[src/rtl/dot_product_stream_driver.sv]
// dot_product_stream_driver
//   Feeds the 3-element serial dot-product engine. An A/B vector pair is
//   accepted over a valid/ready handshake, held in a one-deep pending slot,
//   then sent on din_o in the engine's 6-slot frame (A0 A1 A2 B0 B1 B2).
//   The engine's result is captured when it pulses run at the start of the
//   following frame, and is returned through a small result FIFO.
//
// Ports
//   clk, resetn            shared with the engine; resetn is synchronous, active-low
//   in_valid/in_ready      vector pair handshake; in_a/in_b element i at [W*i +: W]
//   din_o                  serial element stream to the engine
//   run_i, dout_i          engine run pulse and result
//   res_valid/res_ready    result handshake; res_data is the FIFO head
//   err_sync               sticky frame-alignment error
module dot_product_stream_driver #(
    parameter int W       = 8,
    parameter int RW      = 18,
    parameter int MAX_OUT = 2
) (
    input  logic            clk,
    input  logic            resetn,
    input  logic            in_valid,
    output logic            in_ready,
    input  logic [3*W-1:0]  in_a,
    input  logic [3*W-1:0]  in_b,
    output logic [W-1:0]    din_o,
    input  logic            run_i,
    input  logic [RW-1:0]   dout_i,
    output logic            res_valid,
    input  logic            res_ready,
    output logic [RW-1:0]   res_data,
    output logic            err_sync
);

    localparam int CW = $clog2(MAX_OUT + 1);
    localparam int PW = (MAX_OUT > 1) ? $clog2(MAX_OUT) : 1;

    // alive_q holds the slot counter at 0 for the first cycle after reset,
    // so that cycle is slot 0, matching the engine.
    logic            alive_q;
    logic [2:0]      s_q, s_d;
    logic            ready_q, ready_d;
    logic            pend_q, pend_d;
    logic [3*W-1:0]  pa_q, pa_d, pb_q, pb_d;
    logic [5*W-1:0]  sh_q, sh_d;       // remaining frame elements, next one in the low word
    logic [W-1:0]    din_q, din_d;
    logic            act_q, act_d;     // current cycle belongs to an active frame
    logic            tag_q, tag_d;     // active frame just finished; result due this s==0
    logic            err_q, err_d;
    logic [CW-1:0]   cred_q, cred_d;
    logic [CW-1:0]   cnt_q, cnt_d;
    logic [PW-1:0]   wr_q, wr_d, rd_q, rd_d;
    logic [RW-1:0]   fifo_q [MAX_OUT];

    logic            hs, pop, push, go, cap;
    logic [RW-1:0]   push_val;
    logic [3*W-1:0]  va, vb;

    assign hs  = in_valid & ready_q;
    assign pop = (cnt_q != '0) & res_ready;

    always_comb begin
        s_d      = '0;
        go       = 1'b0;
        va       = pend_q ? pa_q : in_a;
        vb       = pend_q ? pb_q : in_b;
        din_d    = sh_q[W-1:0];
        sh_d     = sh_q >> W;
        act_d    = act_q;
        pend_d   = pend_q;
        pa_d     = pa_q;
        pb_d     = pb_q;
        tag_d    = tag_q;
        cap      = 1'b0;
        push     = 1'b0;
        push_val = '0;
        err_d    = err_q;
        cred_d   = cred_q;
        cnt_d    = cnt_q;
        wr_d     = wr_q;
        rd_d     = rd_q;
        ready_d  = 1'b0;

        if (alive_q)
            s_d = (s_q == 3'd5) ? 3'd0 : s_q + 3'd1;

        // A frame starts on the next slot 0 if a pair is pending or is being
        // accepted right now (acceptance strictly precedes the frame start).
        if (s_d == 3'd0) begin
            go    = pend_q | hs;
            act_d = go;
        end
        if (go) begin
            din_d = va[W-1:0];
            sh_d  = {vb, va[3*W-1:W]};
        end

        if (go)
            pend_d = 1'b0;
        else if (hs) begin
            pend_d = 1'b1;
            pa_d   = in_a;
            pb_d   = in_b;
        end

        if (s_q == 3'd5 && act_q)
            tag_d = 1'b1;
        else if (s_q == 3'd0)
            tag_d = 1'b0;

        // A missing run still pushes (a zero) so credits stay balanced.
        cap      = (s_q == 3'd0) & tag_q;
        push     = cap;
        push_val = run_i ? dout_i : '0;
        err_d    = err_q | (run_i & (s_q != 3'd0)) | (cap & ~run_i);

        cred_d = cred_q + CW'(hs) - CW'(pop);
        cnt_d  = cnt_q + CW'(push) - CW'(pop);
        if (push)
            wr_d = (wr_q == PW'(MAX_OUT - 1)) ? '0 : wr_q + PW'(1);
        if (pop)
            rd_d = (rd_q == PW'(MAX_OUT - 1)) ? '0 : rd_q + PW'(1);

        ready_d = ~pend_d & (cred_d < CW'(MAX_OUT));
    end

    always_ff @(posedge clk) begin
        if (!resetn) begin
            alive_q <= 1'b0;
            s_q     <= '0;
            ready_q <= 1'b0;
            pend_q  <= 1'b0;
            pa_q    <= '0;
            pb_q    <= '0;
            sh_q    <= '0;
            din_q   <= '0;
            act_q   <= 1'b0;
            tag_q   <= 1'b0;
            err_q   <= 1'b0;
            cred_q  <= '0;
            cnt_q   <= '0;
            wr_q    <= '0;
            rd_q    <= '0;
            for (int i = 0; i < MAX_OUT; i++)
                fifo_q[i] <= '0;
        end else begin
            alive_q <= 1'b1;
            s_q     <= s_d;
            ready_q <= ready_d;
            pend_q  <= pend_d;
            pa_q    <= pa_d;
            pb_q    <= pb_d;
            sh_q    <= sh_d;
            din_q   <= din_d;
            act_q   <= act_d;
            tag_q   <= tag_d;
            err_q   <= err_d;
            cred_q  <= cred_d;
            cnt_q   <= cnt_d;
            wr_q    <= wr_d;
            rd_q    <= rd_d;
            if (push)
                fifo_q[wr_q] <= push_val;
        end
    end

    assign in_ready  = ready_q;
    assign din_o     = din_q;
    assign err_sync  = err_q;
    assign res_valid = (cnt_q != '0);
    assign res_data  = (cnt_q != '0) ? fifo_q[rd_q] : '0;

endmodule

[config.mk]
export PLATFORM = sky130hd
export DESIGN_NAME = dot_product_stream_driver
export DESIGN_NICKNAME = d
export VERILOG_FILES = /design/src/rtl/dot_product_stream_driver.sv
export SDC_FILE = /design/constraint.sdc
export NUM_CORES = 1
export LEC_CHECK = 0
export ABC_CLOCK_PERIOD_IN_PS = 7800
export CELL_PAD_IN_SITES_DETAIL_PLACEMENT = 0
export CELL_PAD_IN_SITES_GLOBAL_PLACEMENT = 2
export CORE_ASPECT_RATIO = 0.7
export CORE_UTILIZATION = 37
export CTS_CLUSTER_SIZE = 14
export DETAILED_ROUTE_END_ITERATION = 12
export GPL_TIMING_DRIVEN = 0
export PLACE_DENSITY_LB_ADDON = 0.1
export SLEW_MARGIN = 30
export SYNTH_ARGS = -nofsm -noshare
export SYNTH_HDL_FRONTEND = slang
export SYNTH_SLANG_ARGS = --single-unit
[constraint.sdc]
create_clock -name clk -period 7.8 [get_ports clk]
set_input_delay 2.34 -clock clk [delete_from_list [all_inputs] [get_ports clk]]
set_output_delay 2.34 -clock clk [all_outputs]
set_load 0.005 [all_outputs]
# Word level (Yosys, flattened, before mapping)

Memory sizes are Yosys's and may differ from the RTL's. A register that Yosys moved wholly into a read port is not among the register bits.
Index checks and enable logic that the tools add are counted.

Memories kept: 1
Register bits: 111
Output and inout bits: 29
Logic and storage cells: 72
Input bits: 71
Memory bits (writable): 36

Memory list:

| memory | words | bits a word | rd ports | clocked after memory_dff | write ports | line | source |
|---|---|---|---|---|---|---|---|
| fifo_q | 2     | 18          | 1        | 1                        | 2           | 53   | `logic [RW-1:0] fifo_q [MAX_OUT];` |

Mux-type cells: 25
Bitwise operators: 12
Order comparisons: 1
Eq/ne operators: 1
Reductions and logical operators: 9
$add $sub $neg: 7

Operator list:

| kind                                              | number |
|---|---|
| 2-to-1 mux 18 bit                                 | 3 |
| 2-to-1 mux 24 bit                                 | 2 |
| 2-to-1 mux 32 bit                                 | 1 |
| OR reduction 18 bit                               | 1 |
| 2-to-1 mux 1 bit                                  | 16 |
| 2-to-1 mux 8 bit                                  | 1 |
| AND 1 bit                                         | 6 |
| zero test 3 bit                                   | 2 |
| 2-to-1 mux 3 bit                                  | 2 |
| adder 2 x 1 -> 2 bit                              | 2 |
| AND reduction 2 bit                               | 2 |
| nonzero test 2 bit                                | 2 |
| subtractor 2 x 1 -> 2 bit                         | 2 |
| adder 3 x 1 -> 3 bit, second input constant       | 1 |
| == test 3 bit, second input constant              | 1 |
| NOT 1 bit                                         | 3 |
| OR 1 bit                                          | 3 |
| nonzero test 3 bit                                | 1 |
| adder 1 bit, second input constant                | 2 |
| less-than comparator 2 bit, second input constant | 1 |
| logical AND 1 bit                                 | 1 |

# Depth between registers and ports, before layout

Depth in word-level cells: 8
Mapped depth: 9
Gate-level depth less buffers: 8

# Worst setup path after synthesis

No wires, ideal clock.

Path type: in2reg
Start point: input port resetn
End point: memory fifo_q[0][0] (enable)
Stages on the path: 4
Buffers on the path: 3
Required time: 7,311 ps
Arrival time: 3,608 ps
Setup slack: 3,703 ps
Setup time: 489 ps
Path through: buf_2 buf_2 buf_1 o21ai_0

RTL lines:

| what            | line | source |
|---|---|---|
| start, declared | 21   | `input logic resetn,` |
| end, declared   | 53   |  |

# Final worst setup path

Start point: register cnt_q[0]
End point: output port res_data[0]

Cells in the longest elaborated chain, start to end: 2

RTL lines:

| what                   | line | source |
|---|---|---|
| start, declared        | 51   | `logic [CW-1:0] cnt_q, cnt_d;` |
| start signal, assigned | 159  | `cnt_q <= cnt_d;` |
| nonzero test 2 bit     | 171  | `assign res_data = (cnt_q != '0) ? fifo_q[rd_q] : '0;` |
| 2-to-1 mux 18 bit      | 171  |  |
| end, declared          | 31   | `output logic [RW-1:0] res_data,` |

No other way between the ends.

==> impl_metrics.json <==
{
  "cts-hold-fix-buffers": 0,
  "coreArea_um2": 16640,
  "avgRoutedWirePerCell_um": 16.65,
  "max-cap-violations": 0,
  "r2r_start": "s_q[0]$_SDFF_PN0_",
  "setup_viol": 0,
  "die_height_um": 112.3,
  "synth_area_um2": 6427,
  "crit_chain": "nor2_1 -> clkbuf_1 -> nor2_1 -> clkdlybuf4s50_1",
  "cts_tree": "yes",
  "startpoint_type": "register",
  "numClockSinks": 148,
  "nets": 820,
  "p_leak_nw": 3.409,
  "endpoint_kind": "primary output",
  "antenna_cells": 0,
  "place_congestion": 0.7480,
  "yosys.area.top_type": "dfxtp_1",
  "cts_setup_buffers": 0,
  "ys_warn_count": 0,
  "grt_max_degree": 19,
  "synth_cell_type_count": 34,
  "row_count": 39,
  "yosysTopAreaCellShare_pct": 34.88,
  "root_buffer": "clkbuf_16",
  "r2r_setup_slack_ps": 5320,
  "ir_drop_mv": 0.1400,
  "hold_path.class": "register to register",
  "via_count": 4830,
  "final_util_pct": 49.73,
  "hpwl_um": 11750,
  "track_usage_pct": 19.24,
  "critPathRequiredTime_ps": 5460,
  "cts-resized-gates": 0,
  "ant_nets": 0,
  "r2r_cells": 5,
  "critPathMaxStageDelay_ps": 660,
  "cts-buffers-inserted": 17,
  "overflow": 0,
  "async_flop_share_pct": 0,
  "final_common_cell": "nand2_1",
  "path_buf_inv": 2,
  "fp.dieW_um": 159.5,
  "cts.path.max_buffers": 2,
  "area_growth_pct": 28.73,
  "cp_slowest_cell": "nor2_1",
  "port_buffers": 98,
  "endpoint": "res_data[0]",
  "whs_path_depth": 2,
  "slew_headroom_pct": 42.37,
  "crit_path_start": "cnt_q[0]$_SDFF_PN0_",
  "timing.critical_path.mode_cell": "nor2_1",
  "worst_pin_slew_ps": 862.3,
  "fmax_ghz": 0.2110,
  "grt_setup_unrepaired": "no",
  "yosysSeqAreaShare_pct": 51.70,
  "io-pin-count": 100,
  "cp_top_family": "buffers and inverters",
  "synth_top_flop_cell": "dfxtp_1",
  "first_iter_violations": 332,
  "htreeDepth": 4,
  "fin_crit_sh_pct": 60.75,
  "synthesis.nets": 703,
  "antenna_found_initial": 0,
  "drv_slew": 0,
  "drc": 0,
  "grt_pass1_vias": 4920,
  "ys_seq_elements": 148,
  "synth-edff-count": 36,
  "fin_tns_setup_ps": 0,
  "grt_pass1_wl_um": 26250,
  "via_per_inst": 4.914,
  "status": "complete, no violations",
  "syn_area_per_cell_um2": 10.23,
  "critical_path_depth": 4,
  "insertion_delay_ps": 420,
  "firstDrtPassIters": 4,
  "rr_endpoint": "fifo_q[1][4]$_SDFFCE_PN0P_",
  "initial_core_util_pct": 38.63,
  "synth_area_leaders": "dfxtp_1 35%, mux2i_1 18%, edfxtp_1 17%",
  "most-common-layout-cells": "121 x nand2_1, 114 x mux2i_1, 112 x dfxtp_1",
  "routed_wl_um": 16360,
  "hold_viol_final": 0,
  "path_clk_slew_ps": 60,
  "syn_inst": 628,
  "critical_path_arrival_ps": 2400,
  "fin_skew_ps": 9.964,
  "p_per_area_nw_per_um2": 264.3,
  "worstSetupPathType": "register to primary output",
  "fin_crit_ps": 4739,
  "drive_gt1_share_pct": 7.652,
  "dieArea_um2": 17910,
  "cp_max_fo": 10
}
registers in the layout, summed over array words and instances (netlist names), named ones only:
register  flops
rd_q          1
s_q           3
pb_q         24
act_q         1
pa_q         24
din_o         8
cnt_q         2
sh_q         40
in_ready      1
err_sync      1
alive_q       1
fifo_q       36
tag_q         1
wr_q          1
cred_q        2
pend_q        1
worst min-delay path, cell delays in order, from the launching register on:
cell     delay, ps
dfxtp_1        300
nand2_1         50
mux2i_1         50
layout make-up:
| cell class | count | area, um^2 |
|---|---|---|
| plain buffers | 52 | 300.3 |
| multi-input cells | 422 | 2793 |
| repair buffers | 98 | 980.9 |
| fillers | 1560 | 8366 |
| inverters | 6 | 22.52 |
| clock inverters | 13 | 140.1 |
| clock buffers | 19 | 432.9 |
| flip-flops and latches | 148 | 3323 |
| well taps | 225 | 281.5 |
cell families (layout without fill, tap and decap cells):
logic type	Yosys count	count (layout)	synth area share, %
multiplexers	114	114	17.75
XOR/XNOR	6	6	0.8176
flip-flops	148	148	51.70
AO/OA/AOI/OAI	52	52	7.475
buffers and inverters	58	188	5.022
AND/OR/NAND/NOR	246	246	16.45
adder cells (fa/ha/maj)	4	4	0.7787
worst min-delay path by stage:
stage | startpoint | endpoint | slack (ps)
floorplan | pa_q[0]$_SDFFE_PN0P_ | pa_q[0]$_SDFFE_PN0P_ | 430
global placement | pa_q[2]$_SDFFE_PN0P_ | pa_q[2]$_SDFFE_PN0P_ | 440
detailed placement | pa_q[9]$_SDFFE_PN0P_ | pa_q[9]$_SDFFE_PN0P_ | 450
CTS | pa_q[9]$_SDFFE_PN0P_ | pa_q[9]$_SDFFE_PN0P_ | 460
global route | pa_q[11]$_SDFFE_PN0P_ | pa_q[11]$_SDFFE_PN0P_ | 480
finish | pa_q[11]$_SDFFE_PN0P_ | pa_q[11]$_SDFFE_PN0P_ | 460
synth_stat cells (2+ instances only):
| master | number |
|---|---|
| buf_1 | 3 |
| xor2_1 | 2 |
| a21boi_0 | 3 |
| nor2_1 | 65 |
| mux2i_1 | 114 |
| a21oi_1 | 2 |
| and2_1 | 6 |
| edfxtp_1 | 36 |
| o21ai_0 | 4 |
| dfxtp_1 | 112 |
| nand2_1 | 121 |
| buf_2 | 12 |
| buf_4 | 4 |
| xnor2_1 | 4 |
| ha_1 | 4 |
| clkbuf_1 | 23 |
| nand3_1 | 41 |
| inv_1 | 6 |
| o211a_1 | 40 |
| buf_6 | 10 |
| nand3b_1 | 2 |
| and3_1 | 2 |
per-stage QoR:
stage | power (mW) | instances | hold slack [ps] | instance area (um^2) | setup WS, ps
final | 2.187 | 983 | 458.0 | 8274 | 3062
after global routing | 2.300 | 983 | 475.9 | 8274 | 2841
after CTS | 2.210 | 983 | 459.0 | 8274 | 3010
after detailed placement | 1.402 | 951 | 449.9 | 7701 | 2648
after global placement | 1.395 | 951 | 440.8 | 7690 | 2146
after floorplan | 1.197 | 628 | 434.4 | 6427 | 3703
metal layers:
layer | part of all wire [%] | GRT usage [%] | wire length [um]
met1 | 53 | 28.46 | 8733
met2 | 41 | 27.42 | 6701
met3 | 4.9 | 4.767 | 796
met4 | 0.81 | 5.577 | 133
met5 | 0 | 0 | 0
where the power goes:
group | internal, mW | switching, mW
logic | 0.241 | 0.244
registers | 0.864 | 0.0346
clock network | 0.495 | 0.308
Note: power is estimated with default switching activity, not from simulation.
